**src/rtl/uart_pkg.sv**
```systemverilog
// rtl/uart_pkg.sv - shared UART constants, feeder FSM encodings and helpers
package uart_pkg;

  localparam int UART_DATA_WIDTH = 8;

  // One-hot so each state decode is a single flop bit.
  typedef enum logic [3:0] {
    FEED_IDLE  = 4'b0001,
    FEED_LOAD  = 4'b0010,
    FEED_START = 4'b0100,
    FEED_WAIT  = 4'b1000
  } feed_state_t;

  function automatic int clog2(input int value);
    int result;
    int v;
    result = 0;
    v = value - 1;
    while (v > 0) begin
      result = result + 1;
      v = v >> 1;
    end
    return result;
  endfunction

endpackage

```
**src/rtl/uart_tx_feeder_if.sv**
```systemverilog
// rtl/uart_tx_feeder_if.sv - host write side and transmitter side of the feeder
interface uart_tx_feeder_if
  import uart_pkg::*;
#(
  parameter int DATA_WIDTH = UART_DATA_WIDTH,
  parameter int ADDR_WIDTH = 4
);

  logic                  i_wr_en;
  logic [DATA_WIDTH-1:0] i_wr_data;
  logic                  i_clr_ovf;
  logic                  i_tx_done;
  logic                  o_tx_start;
  logic [DATA_WIDTH-1:0] o_tx_data;
  logic                  o_full;
  logic                  o_empty;
  logic [ADDR_WIDTH:0]   o_count;
  logic                  o_busy;
  logic                  o_overflow;

  modport master (
    output i_wr_en, i_wr_data, i_clr_ovf, i_tx_done,
    input  o_tx_start, o_tx_data, o_full, o_empty, o_count, o_busy, o_overflow
  );

  modport slave (
    input  i_wr_en, i_wr_data, i_clr_ovf, i_tx_done,
    output o_tx_start, o_tx_data, o_full, o_empty, o_count, o_busy, o_overflow
  );

endinterface

```
**src/rtl/uart_sync_fifo.sv**
```systemverilog
// rtl/uart_sync_fifo.sv - byte FIFO with occupancy count and sticky overflow flag
module uart_sync_fifo
  import uart_pkg::*;
#(
  parameter int DATA_WIDTH = UART_DATA_WIDTH,
  parameter int FIFO_DEPTH = 16,
  parameter int ADDR_WIDTH = clog2(FIFO_DEPTH)
) (
  input  logic                  clk,
  input  logic                  reset,
  input  logic                  wr_en,
  input  logic [DATA_WIDTH-1:0] wr_data,
  input  logic                  rd_en,
  output logic [DATA_WIDTH-1:0] rd_data,
  input  logic                  clr_ovf,
  output logic                  full,
  output logic                  empty,
  output logic [ADDR_WIDTH:0]   count,
  output logic                  overflow
);

  logic [DATA_WIDTH-1:0] mem [FIFO_DEPTH];
  logic [ADDR_WIDTH-1:0] wr_ptr;
  logic [ADDR_WIDTH-1:0] rd_ptr;
  logic [ADDR_WIDTH:0]   count_q;
  logic                  overflow_q;
  logic                  wr_accept;
  logic                  rd_accept;

  // Full is taken from the registered count, so a pop in the same cycle never frees a slot.
  assign full      = (count_q == (ADDR_WIDTH+1)'(FIFO_DEPTH));
  assign empty     = (count_q == '0);
  assign wr_accept = wr_en & ~full;
  assign rd_accept = rd_en & ~empty;
  assign rd_data   = mem[rd_ptr];
  assign count     = count_q;
  assign overflow  = overflow_q;

  always_ff @(posedge clk) begin
    if (wr_accept) begin
      mem[wr_ptr] <= wr_data;
    end
  end

  always_ff @(posedge clk or negedge reset) begin
    if (!reset) begin
      wr_ptr     <= '0;
      rd_ptr     <= '0;
      count_q    <= '0;
      overflow_q <= 1'b0;
    end else begin
      if (wr_accept) begin
        wr_ptr <= wr_ptr + 1'b1;
      end
      if (rd_accept) begin
        rd_ptr <= rd_ptr + 1'b1;
      end
      case ({wr_accept, rd_accept})
        2'b10:   count_q <= count_q + 1'b1;
        2'b01:   count_q <= count_q - 1'b1;
        default: count_q <= count_q;
      endcase
      if (wr_en && full) begin
        overflow_q <= 1'b1;
      end else if (clr_ovf) begin
        overflow_q <= 1'b0;
      end
    end
  end

endmodule

```
**src/rtl/uart_tx_feeder.sv**
```systemverilog
// rtl/uart_tx_feeder.sv - hands buffered bytes to the UART transmitter one at a time
module uart_tx_feeder
  import uart_pkg::*;
#(
  parameter int DATA_WIDTH = UART_DATA_WIDTH,
  parameter int FIFO_DEPTH = 16,
  parameter int ADDR_WIDTH = clog2(FIFO_DEPTH)
) (
  input logic             clk,
  input logic             reset,
  uart_tx_feeder_if.slave bus
);

  feed_state_t           state;
  feed_state_t           state_nx;
  logic                  pop;
  logic [DATA_WIDTH-1:0] head_data;
  logic [DATA_WIDTH-1:0] tx_data_q;
  logic                  fifo_empty;

  uart_sync_fifo #(
    .DATA_WIDTH (DATA_WIDTH),
    .FIFO_DEPTH (FIFO_DEPTH),
    .ADDR_WIDTH (ADDR_WIDTH)
  ) u_fifo (
    .clk      (clk),
    .reset    (reset),
    .wr_en    (bus.i_wr_en),
    .wr_data  (bus.i_wr_data),
    .rd_en    (pop),
    .rd_data  (head_data),
    .clr_ovf  (bus.i_clr_ovf),
    .full     (bus.o_full),
    .empty    (fifo_empty),
    .count    (bus.o_count),
    .overflow (bus.o_overflow)
  );

  always_ff @(posedge clk or negedge reset) begin
    if (!reset) begin
      state <= FEED_IDLE;
    end else begin
      state <= state_nx;
    end
  end

  // i_tx_done only matters in FEED_WAIT; elsewhere it falls through untouched.
  always_comb begin
    state_nx = state;
    pop      = 1'b0;
    case (state)
      FEED_IDLE: begin
        if (!fifo_empty) begin
          pop      = 1'b1;
          state_nx = FEED_LOAD;
        end
      end
      FEED_LOAD:  state_nx = FEED_START;
      FEED_START: state_nx = FEED_WAIT;
      FEED_WAIT: begin
        if (bus.i_tx_done) begin
          state_nx = FEED_IDLE;
        end
      end
      default:    state_nx = FEED_IDLE;
    endcase
  end

  always_ff @(posedge clk or negedge reset) begin
    if (!reset) begin
      tx_data_q <= '0;
    end else if (pop) begin
      tx_data_q <= head_data;
    end
  end

  assign bus.o_tx_start = (state == FEED_START);
  assign bus.o_busy     = (state != FEED_IDLE);
  assign bus.o_tx_data  = tx_data_q;
  assign bus.o_empty    = fifo_empty;

endmodule
```
**src/flat_wrapper.sv**
```systemverilog
// flat-port wrapper written by rule: the top's interface ports become plain ports
module uart_tx_feeder_flat import uart_pkg::*;
#(
  parameter int DATA_WIDTH = UART_DATA_WIDTH,
  parameter int FIFO_DEPTH = 16,
  parameter int ADDR_WIDTH = clog2(FIFO_DEPTH)
)
  (clk, reset, bus_i_wr_en, bus_i_wr_data, bus_i_clr_ovf, bus_i_tx_done, bus_o_tx_start, bus_o_tx_data, bus_o_full, bus_o_empty, bus_o_count, bus_o_busy, bus_o_overflow);
  uart_tx_feeder_if #(.DATA_WIDTH(DATA_WIDTH), .ADDR_WIDTH(ADDR_WIDTH)) bus_i ();
  input logic clk;
  input logic reset;
  input wire logic [$bits(bus_i.i_wr_en)-1:0] bus_i_wr_en;
  input wire logic [$bits(bus_i.i_wr_data)-1:0] bus_i_wr_data;
  input wire logic [$bits(bus_i.i_clr_ovf)-1:0] bus_i_clr_ovf;
  input wire logic [$bits(bus_i.i_tx_done)-1:0] bus_i_tx_done;
  output wire logic [$bits(bus_i.o_tx_start)-1:0] bus_o_tx_start;
  output wire logic [$bits(bus_i.o_tx_data)-1:0] bus_o_tx_data;
  output wire logic [$bits(bus_i.o_full)-1:0] bus_o_full;
  output wire logic [$bits(bus_i.o_empty)-1:0] bus_o_empty;
  output wire logic [$bits(bus_i.o_count)-1:0] bus_o_count;
  output wire logic [$bits(bus_i.o_busy)-1:0] bus_o_busy;
  output wire logic [$bits(bus_i.o_overflow)-1:0] bus_o_overflow;
  assign bus_i.i_wr_en = bus_i_wr_en;
  assign bus_i.i_wr_data = bus_i_wr_data;
  assign bus_i.i_clr_ovf = bus_i_clr_ovf;
  assign bus_i.i_tx_done = bus_i_tx_done;
  assign bus_o_tx_start = bus_i.o_tx_start;
  assign bus_o_tx_data = bus_i.o_tx_data;
  assign bus_o_full = bus_i.o_full;
  assign bus_o_empty = bus_i.o_empty;
  assign bus_o_count = bus_i.o_count;
  assign bus_o_busy = bus_i.o_busy;
  assign bus_o_overflow = bus_i.o_overflow;
  uart_tx_feeder #(.DATA_WIDTH(DATA_WIDTH), .FIFO_DEPTH(FIFO_DEPTH), .ADDR_WIDTH(ADDR_WIDTH)) u_core (.clk(clk), .reset(reset), .bus(bus_i));
endmodule
```
**config.mk**
```make
export PLATFORM = sky130hd
export DESIGN_NAME = uart_tx_feeder_flat
export DESIGN_NICKNAME = d
export VERILOG_FILES = /design/src/rtl/uart_pkg.sv /design/src/rtl/uart_tx_feeder_if.sv /design/src/rtl/uart_sync_fifo.sv /design/src/rtl/uart_tx_feeder.sv /design/src/flat_wrapper.sv
export SDC_FILE = /design/constraint.sdc
export NUM_CORES = 1
export LEC_CHECK = 0
export CAP_MARGIN = 40
export CORE_ASPECT_RATIO = 1.2
export CORE_UTILIZATION = 59
export CTS_CLUSTER_SIZE = 40
export DETAILED_ROUTE_END_ITERATION = 7
export PLACE_DENSITY = 0.9
export SLEW_MARGIN = 20
export SYNTH_ARGS = -nofsm -noshare
export SYNTH_HDL_FRONTEND = slang
export SYNTH_SLANG_ARGS = --single-unit
```
**constraint.sdc**
```tcl
create_clock -name clk -period 3.5 [get_ports clk]
set_input_delay 0.7 -clock clk [delete_from_list [all_inputs] [get_ports clk]]
set_output_delay 0.7 -clock clk [all_outputs]
set_load 0.05 [all_outputs]
```
==> tab_implementation.tex <==
\begin{tabular}{lr}
\hline
Metric & Value \\
\hline
\multicolumn{2}{l}{\textbf{Timing}} \\
\quad Max frequency & 323 MHz \\
\quad Worst-case clock skew & 0.00970 ns \\
\quad Total negative slack for setup checks & 0 ns \\
\quad Max Slew Vio Count & 0 \\
\quad Worst Tran Pin Value & $\sim$0.8 ns \\
\quad Unrepaired setup endpoints after global routing & no \\
\quad Max-Slew Margin vs Limit & approximately 47\% \\
\quad Number of hold-slack violations in the final timing report & 0 \\
\quad Final setup vio count & 0 \\
\quad Share of the clock period used by the worst path & 88.4\% \\
\quad Time the final worst path needs with I/O delays and setup & between 3 and 4 ns \\
\multicolumn{2}{l}{\textbf{Final layout}} \\
\quad Area delta synth->final & 17.2\% \\
\quad Finished Cell Area & 7360 µm² \\
\quad Antenna Diode Count & 0 \\
\quad Core occupancy in the finished layout & 72.4\% \\
\quad Post-layout instance count excluding filler cells & approximately 520 \\
\quad Final \#Nets & 404 \\
\quad Ratio of cells with drive above 1 in the final layout & between 20\% and 30\% \\
\quad Filler cell count in the final layout & 584 \\
\multicolumn{2}{l}{\textbf{Clock tree}} \\
\quad Clock tree root driver cell & clkbuf\_16 \\
\quad Clk slew on worst S/H paths & $\sim$0.06 ns \\
\quad Max clock buf depth & 2 \\
\quad CTS-repair resized insts & 0 \\
\quad \# H-tree levels & 4 \\
\quad Total setup buffers inserted after CTS & 0 \\
\quad Clock network latency to the later pin of the worst-skew pair & 0.42 ns \\
\quad Number of buffers created by CTS & 17 \\
\quad Clock sink count & 154 \\
\quad TritonCTS clock tree & done \\
\quad Quantity of hold-fixing buffers added after cts & 0 \\
\multicolumn{2}{l}{\textbf{Job}} \\
\quad Reported max-cap violation count & 0 \\
\multicolumn{2}{l}{\textbf{Critical path}} \\
\quad Nature of the critical path startpoint & flop \\
\quad Kind of critical path & reg -> out \\
\quad Biggest cell delay along the critical path & between 0.8 and 0.9 ns \\
\quad Worst-path cell chain & or3\_1 > nor3\_1 > clkdlybuf4s50\_1 \\
\quad Capturing element type of the critical path & primary output \\
\quad WP data required & about 2.8 ns \\
\quad Critical Path Fanout Max & 10 \\
\quad Slowest cell on the critical path & clkdlybuf4s50\_1 \\
\quad Signal arrival time at the worst endpoint & about 2.4 ns \\
\multicolumn{2}{l}{\textbf{Routing}} \\
\quad Met2 layer wire length in the routed design & approximately 6400 µm \\
\quad 1st-iter DRT viols & 338 \\
\quad DRT antenna net count & 0 \\
\quad Highest routed metal layer & met4 \\
\quad Routed wire length per instance & between 20 and 25 µm \\
\quad Metal1 wirelength & 4390 µm \\
\quad Final wirelength & between 10000 and 15000 µm \\
\quad Met3 routed wirelength & approximately 740 µm \\
\quad Drt via density & between 6 and 7 \\
\quad DRC violation count after routing & 0 \\
\quad Total via count in the routed design & $\sim$3300 \\
\quad First drt pass iteration count & 5 \\
\multicolumn{2}{l}{\textbf{Yosys}} \\
\quad Total nets after synthesis & between 300 and 400 \\
\quad Count of unique library cells instantiated by Yosys & 43 \\
\quad Part of the Yosys area used for sequential elements & 71.6\% \\
\quad Mapped cell area & 6280 µm² \\
\quad Syn Inst Count & between 300 and 400 \\
\quad Dominant synthesized flop cell & edfxtp\_1 \\
\quad Ys async rst share & between 10\% and 20\% \\
\quad Cell type contributing the most total cell area after synthesis & edfxtp\_1 \\
\quad Flops \& latches, synth & 154 \\
\quad Ranking of synthesized cells by area & edfxtp\_1, mux4\_2, dfrtp\_1 \\
\quad EDFF count, synth & 128 \\
\quad Average instance area after synthesis & between 15 and 20 µm² \\
\quad Yosys top cell area share & between 60\% and 70\% \\
\quad Total of warnings raised by yosys & 0 \\
\multicolumn{2}{l}{\textbf{Power and ir drop}} \\
\quad Part of the power in combinational logic & 35.3\% \\
\quad Switch share & between 30\% and 40\% \\
\quad Int Pwr & $\sim$0.0043 W \\
\quad Clock network power share & 26.5\% \\
\quad Sequential group share of total power & 38.3\% \\
\quad Total power density per cell area & about 900 nW/µm² \\
\quad Peak ir drop on the vdd network & roughly 0.38 mV \\
\quad Switching pwr & about 0.0024 W \\
\quad Leakage power figure & roughly 2.5 nW \\
\multicolumn{2}{l}{\textbf{Floorplan}} \\
\quad Horizontal die dimension & approximately 96 µm \\
\quad FP Rows & 40 \\
\quad Die footprint & $\sim$11000 µm² \\
\quad I/O pin total & 31 \\
\quad Initial Util & 61.8\% \\
\quad Die Y & approximately 120 µm \\
\quad Total core area & around 10000 µm² \\
\multicolumn{2}{l}{\textbf{Placement}} \\
\quad Routability cong. & 0.767 \\
\quad HPWL reported at the end of detailed placement & between 7000 and 8000 µm \\
\quad Placed Instances & approximately 490 \\
\quad Placed cell areas & 6760 µm² \\
\quad Port buffer count & 30 \\
\multicolumn{2}{l}{\textbf{Global route}} \\
\quad Antenna violations before repair & 0 \\
\quad Global-route total usage across every layer & $\sim$25\% \\
\quad Global-route wire length before repair & 18700 µm \\
\quad Maximum number of pins on one net before global-route repair & 36 \\
\quad Aggregate global routing overflow & 0 \\
\quad Via count of the first global-routing pass & around 3400 \\
\multicolumn{2}{l}{\textbf{Status}} \\
\quad Outcome & completed \\
\multicolumn{2}{l}{\textbf{Worst hold path}} \\
\quad Type of the worst min-delay path & reg -> reg \\
\hline
\end{tabular}
[worst max-delay path, delay by kind of cell (launching register included)]
family | cells | cell delay [ns]
buf+inv | 1 | 0.85
simple gates | 2 | 0.66
flops | 1 | 0.47
[cell usage after synthesis (all sizes together) (2+ instances only)]
cell	count
ha	9
o22ai	9
mux2	2
o21a	2
a221oi	8
edfxtp	128
buf	17
and2	2
nand2b	4
mux2i	9
nor2	25
dfrtp	25
xnor2	7
inv	6
nand4	2
a21oi	5
mux4	32
nand2	9
nor3	8
clkbuf	4
xor2	5
o21ai	4
[per-stage QoR]
step	setup slack, ns	total power (W)	hold WS (ns)
floorplan	0.501	0.00433	0.404
CTS	0.357	0.00674	0.505
global route	0.278	0.00701	0.517
detailed placement	0.651	0.00494	0.498
finish	0.405	0.00670	0.505
global placement	0.719	0.00479	0.479
[registers in the layout, indices dropped and copies added, names as in the netlist]
signal / cells
u_core.u_fifo.mem: 128
u_core.bus.o_tx_data: 8
u_core.u_fifo.count: 5
u_core.state: 4
u_core.u_fifo.rd_ptr: 4
u_core.u_fifo.wr_ptr: 4
u_core.u_fifo.overflow: 1
[power by group through the flow]
| stage | logic, W | registers [W] | clock network [W] |
|---|---|---|---|
| after CTS | 0.00238 | 0.00256 | 0.00180 |
| after floorplan | 0.00162 | 0.00271 | 0 |
| after global placement | 0.00220 | 0.00259 | 0 |
| final | 0.00236 | 0.00256 | 0.00177 |
| after global routing | 0.00254 | 0.00259 | 0.00187 |
| after detailed placement | 0.00235 | 0.00259 | 0 |
[logic make-up (layout without fill, tap and decap cells)]
| family | count (synthesis) | count (layout) | synth area share (%) |
|---|---|---|---|
| compound gates | 32 | 32 | 4.46 |
| xor+xnor | 12 | 12 | 1.79 |
| fa+ha+maj | 9 | 9 | 1.79 |
| buf+inv | 27 | 86 | 2.21 |
| flops | 154 | 154 | 71.6 |
| mux | 43 | 43 | 13.3 |
| simple gates | 59 | 59 | 4.90 |
[final timing paths]
path,startpoint,slack [ns],depth (start not counted),endpoint
setup / recovery,u_core.u_fifo.count[1],0.41,3,bus_o_empty
hold / removal,u_core.state[1],0.50,1,u_core.state[3]
setup reg to reg,u_core.u_fifo.count[1],0.84,10,u_core.u_fifo.count[4]
hold reg to reg,u_core.state[1],0.50,1,u_core.state[3]
max in group asynchronous,reset,2.63,2,u_core.state[0]
min in group asynchronous,reset,0.64,2,u_core.u_fifo.count[4]
[layout by cell type (no fill, tap or decap), drive strengths merged, types with 2 or more instances in the layout]
cell type	Yosys	routed
ha	9	9
mux2i	9	9
mux4	32	32
nor3	8	8
o22ai	9	9
xnor2	7	7
nand4	2	2
nand2b	4	4
dfrtp	25	25
a221oi	8	8
and2	2	2
clkinv	0	3
a21oi	5	5
buf	17	18
nor2	25	25
edfxtp	128	128
xor2	5	5
clkbuf	4	18
o21ai	4	4
nand2	9	9
o21a	2	2
clkinvlp	0	2
clkdlybuf4s50	0	30
inv	6	14
mux2	2	2
[metal layers]
layer / vias up / track usage, %
met5: - / 0
met3: 32 / 5.56
met4: 0 / 14.1
li1: 1426 / -
met1: 1666 / 29.3
met2: 171 / 41.4
[area by class of cell]
class	count	area, µm²	area share [%]
Tap cell	126	158	2.14
Clock buffer	18	429	5.83
Timing Repair Buffer	48	450	6.12
Sequential cell	154	4500	61.1
Multi-Input combinational cell	155	1650	22.4
Clock inverter	14	156	2.13
Inverter	6	22.5	0.306
(Power assumes the default switching activity.)
